$ cat src/rtl/gpt_pkg.sv
// gpt_pkg
// Shared definitions for the general-purpose timer blocks.
//   - ic_pol_e  : input-capture edge polarity select
//   - GPT_CNT_W : default timer counter / capture register width
//   - GPT_FLT_W : default input filter length / filter counter width
//   - ic_edge_sel() : picks the active edge out of rise/fall per polarity
package gpt_pkg;

    localparam int GPT_CNT_W = 16;
    localparam int GPT_FLT_W = 4;

    typedef enum logic [1:0] {
        IC_RISE = 2'b00,
        IC_FALL = 2'b01,
        IC_BOTH = 2'b10,
        IC_RSVD = 2'b11
    } ic_pol_e;

    // The reserved encoding behaves like rising-edge capture.
    function automatic logic ic_edge_sel(input ic_pol_e pol, input logic rise, input logic fall);
        logic sel;
        case (pol)
            IC_FALL: sel = fall;
            IC_BOTH: sel = rise | fall;
            default: sel = rise;
        endcase
        return sel;
    endfunction

endpackage

$ cat src/rtl/ic_filter.sv
// ic_filter
// Digital glitch filter for one synchronised timer input. The filtered level
// only follows the input after it has disagreed on `len` consecutive
// sampling ticks (len of 0 or 1 means the first mismatching tick wins).
// Ports:
//   clk_i, rst_i : timer clock, synchronous active-high reset
//   en           : channel enable; when low the level tracks din directly
//   tick         : one-cycle sampling strobe (filter time base)
//   din          : synchronised input level
//   len          : filter length in ticks
//   lvl          : filtered level
module ic_filter
    import gpt_pkg::*;
#(
    parameter int FLT_W = GPT_FLT_W
) (
    input  logic             clk_i,
    input  logic             rst_i,
    input  logic             en,
    input  logic             tick,
    input  logic             din,
    input  logic [FLT_W-1:0] len,
    output logic             lvl
);

    logic [FLT_W-1:0] fcnt;
    logic [FLT_W:0]   fcnt_inc;

    // One extra bit so the compare against len cannot wrap.
    assign fcnt_inc = {1'b0, fcnt} + 1'b1;

    always_ff @(posedge clk_i) begin
        if (rst_i) begin
            lvl  <= 1'b0;
            fcnt <= '0;
        end else if (!en) begin
            // Track the input while disabled so enabling never shows an edge.
            lvl  <= din;
            fcnt <= '0;
        end else if (tick) begin
            if (din != lvl) begin
                // len is compared live, so a length change applies to the
                // count already accumulated.
                if (fcnt_inc >= {1'b0, len}) begin
                    lvl  <= din;
                    fcnt <= '0;
                end else if (fcnt != {FLT_W{1'b1}}) begin
                    fcnt <= fcnt_inc[FLT_W-1:0];
                end
            end else begin
                fcnt <= '0;
            end
        end
    end

endmodule

$ cat src/rtl/input_capture_channel.sv
// input_capture_channel
// One input-capture channel of the general-purpose timer: two-flop input
// synchroniser, tick-based digital filter, edge detector and capture
// register with sticky capture / overcapture flags.
// Ports:
//   clk_i, rst_i : timer clock, synchronous active-high reset
//   cce_i        : channel enable; 0 suppresses captures
//   tick_i       : filter sampling strobe from the prescaler divider
//   ti_i         : asynchronous timer input pin
//   icf_i        : filter length in ticks (0 and 1 = unfiltered)
//   ccp_i        : edge select (ic_pol_e encoding)
//   cnt_i        : current timer counter value
//   flag_clr_i   : one-cycle pulse clearing both flags
//   ccr_o        : capture register
//   capture_o    : one-cycle pulse in the cycle ccr_o is updated
//   ccif_o       : sticky capture flag
//   ccof_o       : sticky overcapture flag
module input_capture_channel
    import gpt_pkg::*;
#(
    parameter int CNT_W = GPT_CNT_W,
    parameter int FLT_W = GPT_FLT_W
) (
    input  logic             clk_i,
    input  logic             rst_i,
    input  logic             cce_i,
    input  logic             tick_i,
    input  logic             ti_i,
    input  logic [FLT_W-1:0] icf_i,
    input  logic [1:0]       ccp_i,
    input  logic [CNT_W-1:0] cnt_i,
    input  logic             flag_clr_i,
    output logic [CNT_W-1:0] ccr_o,
    output logic             capture_o,
    output logic             ccif_o,
    output logic             ccof_o
);

    logic s1;
    logic s2;
    logic flt_lvl;
    logic flt_prev;
    logic rise;
    logic fall;
    logic cap_evt;

    ic_filter #(
        .FLT_W (FLT_W)
    ) u_filter (
        .clk_i (clk_i),
        .rst_i (rst_i),
        .en    (cce_i),
        .tick  (tick_i),
        .din   (s2),
        .len   (icf_i),
        .lvl   (flt_lvl)
    );

    always_comb begin
        rise    = flt_lvl & ~flt_prev;
        fall    = ~flt_lvl & flt_prev;
        cap_evt = cce_i & ic_edge_sel(ic_pol_e'(ccp_i), rise, fall);
    end

    always_ff @(posedge clk_i) begin
        if (rst_i) begin
            s1        <= 1'b0;
            s2        <= 1'b0;
            flt_prev  <= 1'b0;
            ccr_o     <= '0;
            capture_o <= 1'b0;
            ccif_o    <= 1'b0;
            ccof_o    <= 1'b0;
        end else begin
            s1        <= ti_i;
            s2        <= s1;
            // While disabled the filter level loads s2, so the previous
            // level must load the same value to avoid a false edge.
            flt_prev  <= cce_i ? flt_lvl : s2;
            capture_o <= cap_evt;
            if (cap_evt) begin
                ccr_o <= cnt_i;
            end
            // A capture wins over a clear for ccif; a clear wins for ccof.
            ccif_o <= cap_evt | (ccif_o & ~flag_clr_i);
            ccof_o <= (cap_evt & ccif_o & ~flag_clr_i) | (ccof_o & ~flag_clr_i);
        end
    end

endmodule
$ cat config.mk
export PLATFORM = sky130hd
export DESIGN_NAME = input_capture_channel
export DESIGN_NICKNAME = d
export VERILOG_FILES = /design/src/rtl/gpt_pkg.sv /design/src/rtl/ic_filter.sv /design/src/rtl/input_capture_channel.sv
export SDC_FILE = /design/constraint.sdc
export NUM_CORES = 1
export LEC_CHECK = 0
export ABC_AREA = 1
export CORE_MARGIN = 3
export CORE_UTILIZATION = 38
export DETAILED_ROUTE_END_ITERATION = 16
export PLACE_DENSITY = 0.68
export RECOVER_POWER = 25
export SETUP_SLACK_MARGIN = 0.2
export SLEW_MARGIN = 20
export SYNTH_ARGS = -nofsm -noshare
export SYNTH_HDL_FRONTEND = slang
export SYNTH_HIERARCHICAL = 1
export SYNTH_SLANG_ARGS = --single-unit
$ cat constraint.sdc
create_clock -name clk_i -period 3.2 [get_ports clk_i]
set_input_delay 0.64 -clock clk_i [delete_from_list [all_inputs] [get_ports clk_i]]
set_output_delay 0.64 -clock clk_i [all_outputs]
set_load 0.1 [all_outputs]
# == Yosys cells after proc, flatten, opt, wreduce, memory -nomap -nowiden ==
# Cells that the tools add are included.
# totals
reg_bits,27
in_bits,28
output_inout_bits,19
word_cells,45
# classes
add_sub_neg,1
magnitude_cmp,1
n_eq_ne,8
muxes,9
n_bitwise,14
reduce_logical,3
# op_table
operator,count
$mux W4,3
$and A1 B1 Y1,7
$ne A2 B1 Y1 const B,3
$add A4 B1 Y5 const B,1
$ge A5 B4 Y1,1
$mux W1,5
$ne A4 B4 Y1 const B,1
$not A1 Y1,4
$ne A3 B3 Y1 const B,1
$or A1 B1 Y1,3
$reduce_and A3 Y1,1
$eq A2 B1 Y1 const B,1
$eq A2 B2 Y1 const B,1
$pmux W1 S2,1
$reduce_and A2 Y1,1
$reduce_or A2 Y1,1
$ne A1 B1 Y1,1

# == Longest topological paths before layout ==
# depth
depth_word,8
ltp_mapped,13
ltp_nobuf,13

# == By module ==
# The synthesis kept the hierarchy.
# by_module_without_submodules
module,n_inst,cells_each,area_each_um2,seq_area_each_um2
input_capture_channel,1,139,1027.2,440.4
ic_filter,1,54,391.6,100.1

# == Worst setup path before layout ==
# No wires, ideal clock.
# synth_path
path_kind,input-to-reg
from,input ccp_i[0]
to,register ccr_o[10]
setup_ps,119
arrival_ps,1532
required_ps,3081
setup_slack_ps,1549
stages,7
n_path_buf,1
path_cell_list,inv_1 -> ha_1 -> a21oi_4 -> buf_6 -> nand3_1 -> nand2_1 -> nor2_1
# synth_between
elab_chain_len,3
word_cells_on_any_way,4
classes_between,2 x eq/ne; 1 x mux; 1 x bitwise
# synth_rtl
element,line_no,rtl
start: declaration,input_capture_channel.sv:30,"input logic [1:0] ccp_i,"
$eq A2 B2 Y1 or $eq A2 B1 Y1 (tied branches),gpt_pkg.sv:22,case (pol)
$pmux W1 S2 (*),gpt_pkg.sv:22,
$and A1 B1 Y1 (*),input_capture_channel.sv:62,"cap_evt = cce_i & ic_edge_sel(ic_pol_e'(ccp_i), rise, fall);"
end signal: assignment,input_capture_channel.sv:82,ccr_o <= cnt_i;
end: declaration,input_capture_channel.sv:33,"output logic [CNT_W-1:0] ccr_o,"
# Every way passes the cells marked *; elsewhere a longest branch is shown, timed or not.
# A chain may end at the register's enable or synchronous reset.

# == Final worst setup path ==
# layout_path
from,input ccp_i[0]
to,register ccof_o
# layout_between
elab_chain_len,6
word_cells_on_any_way,7
classes_between,2 x eq/ne; 1 x mux; 4 x bitwise
# layout_rtl
element,line_no,rtl
$eq A2 B2 Y1 or $eq A2 B1 Y1 (tied branches),gpt_pkg.sv:22,
$pmux W1 S2 (*),gpt_pkg.sv:22,
$and A1 B1 Y1 (*),input_capture_channel.sv:62,
$and A1 B1 Y1 (*) (2 in a row),input_capture_channel.sv:86,ccof_o <= (cap_evt & ccif_o & ~flag_clr_i) | (ccof_o & ~flag_clr_i);
$or A1 B1 Y1 (*),input_capture_channel.sv:86,
end signal: assignment,input_capture_channel.sv:86,
end: declaration,input_capture_channel.sv:36,output logic ccof_o
# Marked as above.

==> results list <==
- Yosys warnings: 6
- Final-layout setup total negative slack: 0 ns
- Entering global routing, the biggest net connects 34 pins.
* Remaining antenna violation count: 0
- Cts hold-fix bufs: 0
- Critical Path Slowest Stage Cell: sky130_fd_sc_hd__clkdlybuf4s50_1
- For this run, the register share of the synthesized area comes to 0.3810.
- Dividing the detail-routed wire length by the instance count gives 10.12 um.
- The tree is rooted in a sky130_fd_sc_hd__clkbuf_8.
* Overall Global Routing Usage: 0.1349
* Number of hold violations in the final report: 0
- The analysis attributes to cell leakage a power of 0.0008924 uW.
- Clock tree from TritonCTS: built
* H-tree levels: 1
- The final count of pins violating max slew was 0.
- Across the VDD grid, the largest voltage drop is 0.0002405 V.
- STA classifies the critical path endpoint as a flip-flop.
- Worst clock skew: 0.001435 ns
- Clock transition at the register clock pins on the worst setup and hold paths after CTS: 0.09 ns
- Layout Utilization: 0.5317
- Measured against its own limit, the worst slew margin works out to 0.2102.
- The die covers 4503 sq um.
- Routed wl met3: 173 um
- In the final routing, the length of wire on met1 measures 1308 um.
- The run finished with clean final reports.
- The worst setup path is launched from a primary input.
- Post-Synthesis Cell Area: 1419 sq um
- Counting the fill cells in the layout gives 384.
- Worst path required time: 3.35 ns
* Post-Synthesis Net Count: 230
* Die extent in y: 67.11 um
* Highest Signal Layer: met4
- Initial core utilization: 0.4091
- Sequence of cells on the critical path: clkdlybuf4s50_1 -> inv_1 -> ha_1 -> inv_1 -> nand3_2 -> nand2_1 -> o21ai_0
- In the finished design, the share of the clock period the worst path needs comes to 0.7276.
* Max Fanout on Critical Path: 33
- Once the clock tree was built, the resizer swapped 0 gates to a different size.
- Syn_area_per_cell: 7.352 sq um
- Worst EP arrival: 2.48 ns
* Clk Latency, worst-skew pair: 0.27 ns
* Most repeated library cell on the critical path: sky130_fd_sc_hd__inv_1
- Vias per cell: 4.456
* Final setup vio count: 0
- Setup repair after global routing left no endpoint under its margin.
- During placement, the flow inserted port buffers numbering 46.
* Site row count: 21
- After detailed routing, the number of remaining DRC violations is 0.
- The first global-routing pass estimated 4678 um of wire.
* Number of DRC violations after detailed-routing iteration 0: 71
* Initial antenna violation count: 0
- Worst Path Buf+Inv: 3
- Vias in the first global route: 1068
* Worst Tran Pin Value: 1.190 ns
* Internal reg-to-reg setup slack: 1.35 ns
- Detailed-route wire length: 2863 um
- Worst Hold Margin: 0.4072 ns
- Measured along the x axis, the die boundary spans 67.11 um.
- The routed layout has 1261 vias.
- After synthesis the netlist holds a flip-flop and latch count of 27.
- Max clock buf depth: 2
* CP peak stage delay: 0.49 ns
- Placer congestion estimate: 0.7241
- Detailed route wirelength on metal2: 1344 um
* Max_cap viols: 0
- Minimum clock period after layout: 2.328 ns
* First-pass DRT Iterations: 4
- For this design the ratio of total power to cell area is 466.8 nW/um^2.
- Distinct cell type count after synthesis: 23
- Count of antenna diodes in the layout: 0
- Achievable frequency: 0.4295 GHz
* Share of final-layout standard cells stronger than drive strength 1: 0.1139
* Number of CTS-inserted buffers: 3
- The area growth from synthesis to layout is 29.98%.
- Post-CTS Setup Bufs: 0
* Count of nets after finishing: 275
- Core Footprint: 3468 sq um
* Setup CP Type: in -> reg
* I/O pin cnt: 47
* HPWL reported at the end of detailed placement: 2151 um
* Clk sink count: 27
- Total overflow reported by the global router: 0
- On the critical path the largest part of the delay comes from simple AND/OR/NAND/NOR gates.
* Gate count of the mapped netlist: 193
* Min-Delay Path Class: reg -> reg
==> sequential cells by signal (all words and copies together) (netlist names) <==
register	flops
capture_o	1
ccif_o	1
ccof_o	1
ccr_o	16
flt_prev	1
s1	1
s2	1
u_filter/fcnt	4
u_filter/lvl	1
==> through the flow <==
step                area, sq um  setup slack (ns)  total power, uW  cells
floorplan                  1419             1.549            619.0    193
global route               1844            0.7019            914.0    283
CTS                        1878            0.8446            881.3    283
finish                     1844            0.8716            861.0    283
detailed placement         1832            0.5711            690.3    279
global placement           1832            0.6043            688.4    279
==> routing by layer <==
layer / global-route usage / vias up
met3: 0.04890 / 5
met4: 0.03797 / 0
li1: - / 685
met2: 0.2258 / 30
met1: 0.1614 / 541
met5: 0 / -
==> path summary, 6_finish.rpt <==
path	start	to	cells past startpoint
setup reg to reg	u_filter/lvl	ccof_o	7
hold reg to reg	s1	s2	2
hold / removal	s1	s2	2
setup / recovery	ccp_i[0]	ccof_o	7
==> where the power goes <==
group          switching [uW]  internal, uW
Sequential               12.5           359
Clock                     102          87.2
Combinational             221          79.7
Total                     335           526
==> Yosys cell counts, drive strengths merged <==
cell | instances | area (sq um)
a21oi | 24 | 138.9
buf | 6 | 51.30
clkbuf | 1 | 13.76
clkinv | 1 | 3.750
dfxtp | 27 | 540.5
ha | 9 | 112.6
inv | 39 | 146.4
nand2 | 33 | 128.9
nand3 | 25 | 140.1
nor2 | 21 | 86.33
o21ai | 3 | 15.01
o21bai | 1 | 7.510
xnor2 | 2 | 25.03
xor2 | 1 | 8.760
==> cells in the final DEF (no fill, tap or decap) <==
| cell type | Yosys | final |
|---|---|---|
| sky130_fd_sc_hd__inv_1 | 37 | 37 |
| sky130_fd_sc_hd__clkdlybuf4s50_1 | 0 | 26 |
| sky130_fd_sc_hd__xnor2_2 | 1 | 1 |
| sky130_fd_sc_hd__a21oi_4 | 1 | 1 |
| sky130_fd_sc_hd__xor2_1 | 1 | 1 |
| sky130_fd_sc_hd__buf_4 | 1 | 11 |
| sky130_fd_sc_hd__o21bai_1 | 1 | 1 |
| sky130_fd_sc_hd__clkinv_2 | 0 | 1 |
| sky130_fd_sc_hd__nand3_2 | 3 | 3 |
| sky130_fd_sc_hd__nor2_1 | 20 | 20 |
| sky130_fd_sc_hd__clkbuf_8 | 1 | 3 |
| sky130_fd_sc_hd__nand2_1 | 31 | 31 |
| sky130_fd_sc_hd__clkinv_1 | 1 | 1 |
| sky130_fd_sc_hd__clkbuf_1 | 0 | 9 |
| sky130_fd_sc_hd__dlygate4sd3_1 | 0 | 1 |
| sky130_fd_sc_hd__a21oi_2 | 2 | 2 |
| sky130_fd_sc_hd__nand3_1 | 22 | 22 |
| sky130_fd_sc_hd__nand2_2 | 2 | 2 |
| sky130_fd_sc_hd__dfxtp_1 | 27 | 27 |
| sky130_fd_sc_hd__inv_2 | 2 | 2 |
| sky130_fd_sc_hd__a21oi_1 | 21 | 21 |
| sky130_fd_sc_hd__o21ai_0 | 3 | 3 |
| sky130_fd_sc_hd__ha_1 | 9 | 9 |
| sky130_fd_sc_hd__nor2_4 | 1 | 1 |
| sky130_fd_sc_hd__xnor2_1 | 1 | 1 |
==> worst min-delay path, cell delays in order (launching register included) <==
cell                      delay, ns
sky130_fd_sc_hd__dfxtp_1       0.31
sky130_fd_sc_hd__inv_1         0.04
sky130_fd_sc_hd__nor2_1        0.03
==> layout make-up <==
| type | count | area (sq um) | share of cell area |
|---|---|---|---|
| multi-input cells | 119 | 663.1 | 0.3596 |
| clock buffers | 3 | 41.29 | 0.02239 |
| inverters | 40 | 150.1 | 0.08141 |
| well taps | 46 | 57.56 | 0.03121 |
| flip-flops and latches | 27 | 540.5 | 0.2931 |
| clock inverters | 1 | 5.005 | 0.002714 |
| repair buffers | 47 | 386.6 | 0.2096 |
==> kinds of logic (layout without fill, tap and decap cells) <==
family	count (synthesis)	count (layout)	share of synthesized area
simple gates	79	79	0.2504
buf+inv	47	91	0.1517
compound gates	28	28	0.1138
flops	27	27	0.3810
fa+ha+maj	9	9	0.07937
xor+xnor	3	3	0.02381
Power figures use the tool's default switching activity.
==> variant (same settings) <==
Change the package constant `GPT_CNT_W` from 16 to 24.
--- a/src/rtl/gpt_pkg.sv
+++ b/src/rtl/gpt_pkg.sv
@@ -7,5 +7,5 @@
 package gpt_pkg;
 
-    localparam int GPT_CNT_W = 16;
+    localparam int GPT_CNT_W = 24;
     localparam int GPT_FLT_W = 4;
 
Ports: changed (resized ccr_o and cnt_i); port bits go from 47 to 63. No check against the original RTL was run, so the function may have changed too.
==> variant against the unedited design <==
Worst setup slack is essentially flat. Power grew 41%. Fmax is essentially flat. Wire length grew 30%. Clock power grew 61%. Non-clock buffer count grew 20. Design area grew 28%. Register-to-register slack gained 0.05 ns. Area after synthesis grew 22%. Critical path type unchanged. Combinational power grew 41%. Sequential cell count grew 8. Sequential share of layout area grew 0.26 points. Global-route usage grew 1.1 points. Critical endpoint unchanged.
==> variant: results <==
# TYPE chip_impl_metric gauge
chip_impl_metric{name="first_pass_grt_wire_length",unit="um"} 6230
chip_impl_metric{name="timing.critical_path.fanout_max",unit=""} 22
chip_impl_metric{name="via_count",unit=""} 1609
chip_impl_metric{name="place_worst_setup_slack",unit="ns"} 0.5594
chip_impl_metric{name="clk_pin_slew_worst_setup_hold_paths",unit="ns"} 0.07
chip_impl_info{name="post_synth_main_area_contributors",value="sky130_fd_sc_hd__dfxtp_1 (40%), sky130_fd_sc_hd__inv_1 (10%), sky130_fd_sc_hd__a21oi_1 (8.9%)"} 1
chip_impl_metric{name="static_leak",unit="uW"} 0.001155
chip_impl_info{name="reg_top3",value="ccr_o (24), u_filter/fcnt (4)"} 1
chip_impl_info{name="run_status",value="finished clean"} 1
chip_impl_metric{name="track_usage",unit=""} 0.1460
chip_impl_metric{name="met3_length",unit="um"} 256
chip_impl_metric{name="internal_power",unit="uW"} 731.0
chip_impl_metric{name="vdd_drop_max",unit="mV"} 0.3148
chip_impl_metric{name="number_of_global_route_vias_before_repair",unit=""} 1431
chip_impl_metric{name="cts_buffers",unit=""} 5
chip_impl_metric{name="design.final.nets",unit=""} 353
chip_impl_metric{name="place.gp.congestion",unit=""} 0.8127
chip_impl_metric{name="synth_adder_area_share",unit=""} 0.06494
chip_impl_info{name="netlist_top_cells_count",value="sky130_fd_sc_hd__inv_1 (46), sky130_fd_sc_hd__nand2_1 (39), sky130_fd_sc_hd__dfxtp_1 (35), sky130_fd_sc_hd__a21oi_1 (31), sky130_fd_sc_hd__nand3_1 (30)"} 1
chip_impl_metric{name="dr_wl_met2",unit="um"} 1763
chip_impl_metric{name="synth_cell_types",unit=""} 22
chip_impl_metric{name="synth_compound_gate_area_share",unit=""} 0.1075
chip_impl_metric{name="tightest_slew",unit="ns"} 1.186
chip_impl_metric{name="drt_iter0_markers",unit=""} 53
chip_impl_metric{name="final_layout_size_suffix_gt1_frac",unit=""} 0.1165
chip_impl_metric{name="worst_clock_skew_on_the_final_layout",unit="ns"} 0.007806
variant: cells by family after synthesis:
kind of cell,after synthesis
simple gates,103
buf+inv,60
compound gates,36
flops,35
fa+ha+maj,9
xor+xnor,3
variant: final cells by class:
class	count	area, um^2	area share
clock buffers	6	72.57	0.03062
clock inverters	2	12.51	0.005280
inverters	48	180.2	0.07603
multi-input cells	151	795.8	0.3358
flip-flops and latches	35	700.7	0.2957
well taps	50	62.56	0.02640
repair buffers	67	545.5	0.2302
variant: final timing paths:
check | from | to | slack, ns | cells past startpoint
setup / recovery | ccp_i[0] | ccof_o$_SDFF_PP0_ | 0.87 | 7
hold / removal | s1$_SDFF_PP0_ | s2$_SDFF_PP0_ | 0.41 | 2
setup reg to reg | u_filter/fcnt[0]$_SDFFE_PP0P_ | u_filter/fcnt[2]$_SDFFE_PP0P_ | 1.40 | 12
hold reg to reg | s1$_SDFF_PP0_ | s2$_SDFF_PP0_ | 0.41 | 2
variant: layer usage:
metal	global-route usage	up-vias
li1	-	886
met1	0.1896	681
met2	0.2234	37
met3	0.04925	5
met4	0.05433	0
met5	0	-
variant: worst max-delay path, stage by stage:
cell                              delay [ns]
sky130_fd_sc_hd__clkdlybuf4s50_1        0.48
sky130_fd_sc_hd__inv_1                  0.05
sky130_fd_sc_hd__ha_1                   0.33
sky130_fd_sc_hd__a21oi_4                0.44
sky130_fd_sc_hd__buf_4                  0.33
sky130_fd_sc_hd__nand2_1                0.11
sky130_fd_sc_hd__o21ai_0                0.16
variant: power by group through the flow:
stage	combinational, uW	clock [uW]	sequential [uW]
global placement	434	0	496
floorplan	121	0	698
detailed placement	436	0	496
global route	453	339	490
CTS	437	320	486
finish	423	305	486
variant: through the flow:
stage	cells	hold slack (ns)	total power, uW
finish	359	0.4085	1214
global route	359	0.4341	1281
CTS	359	0.4107	1243
detailed placement	351	0.4006	932.1
global placement	351	0.3896	930.0
floorplan	246	0.3883	819.5
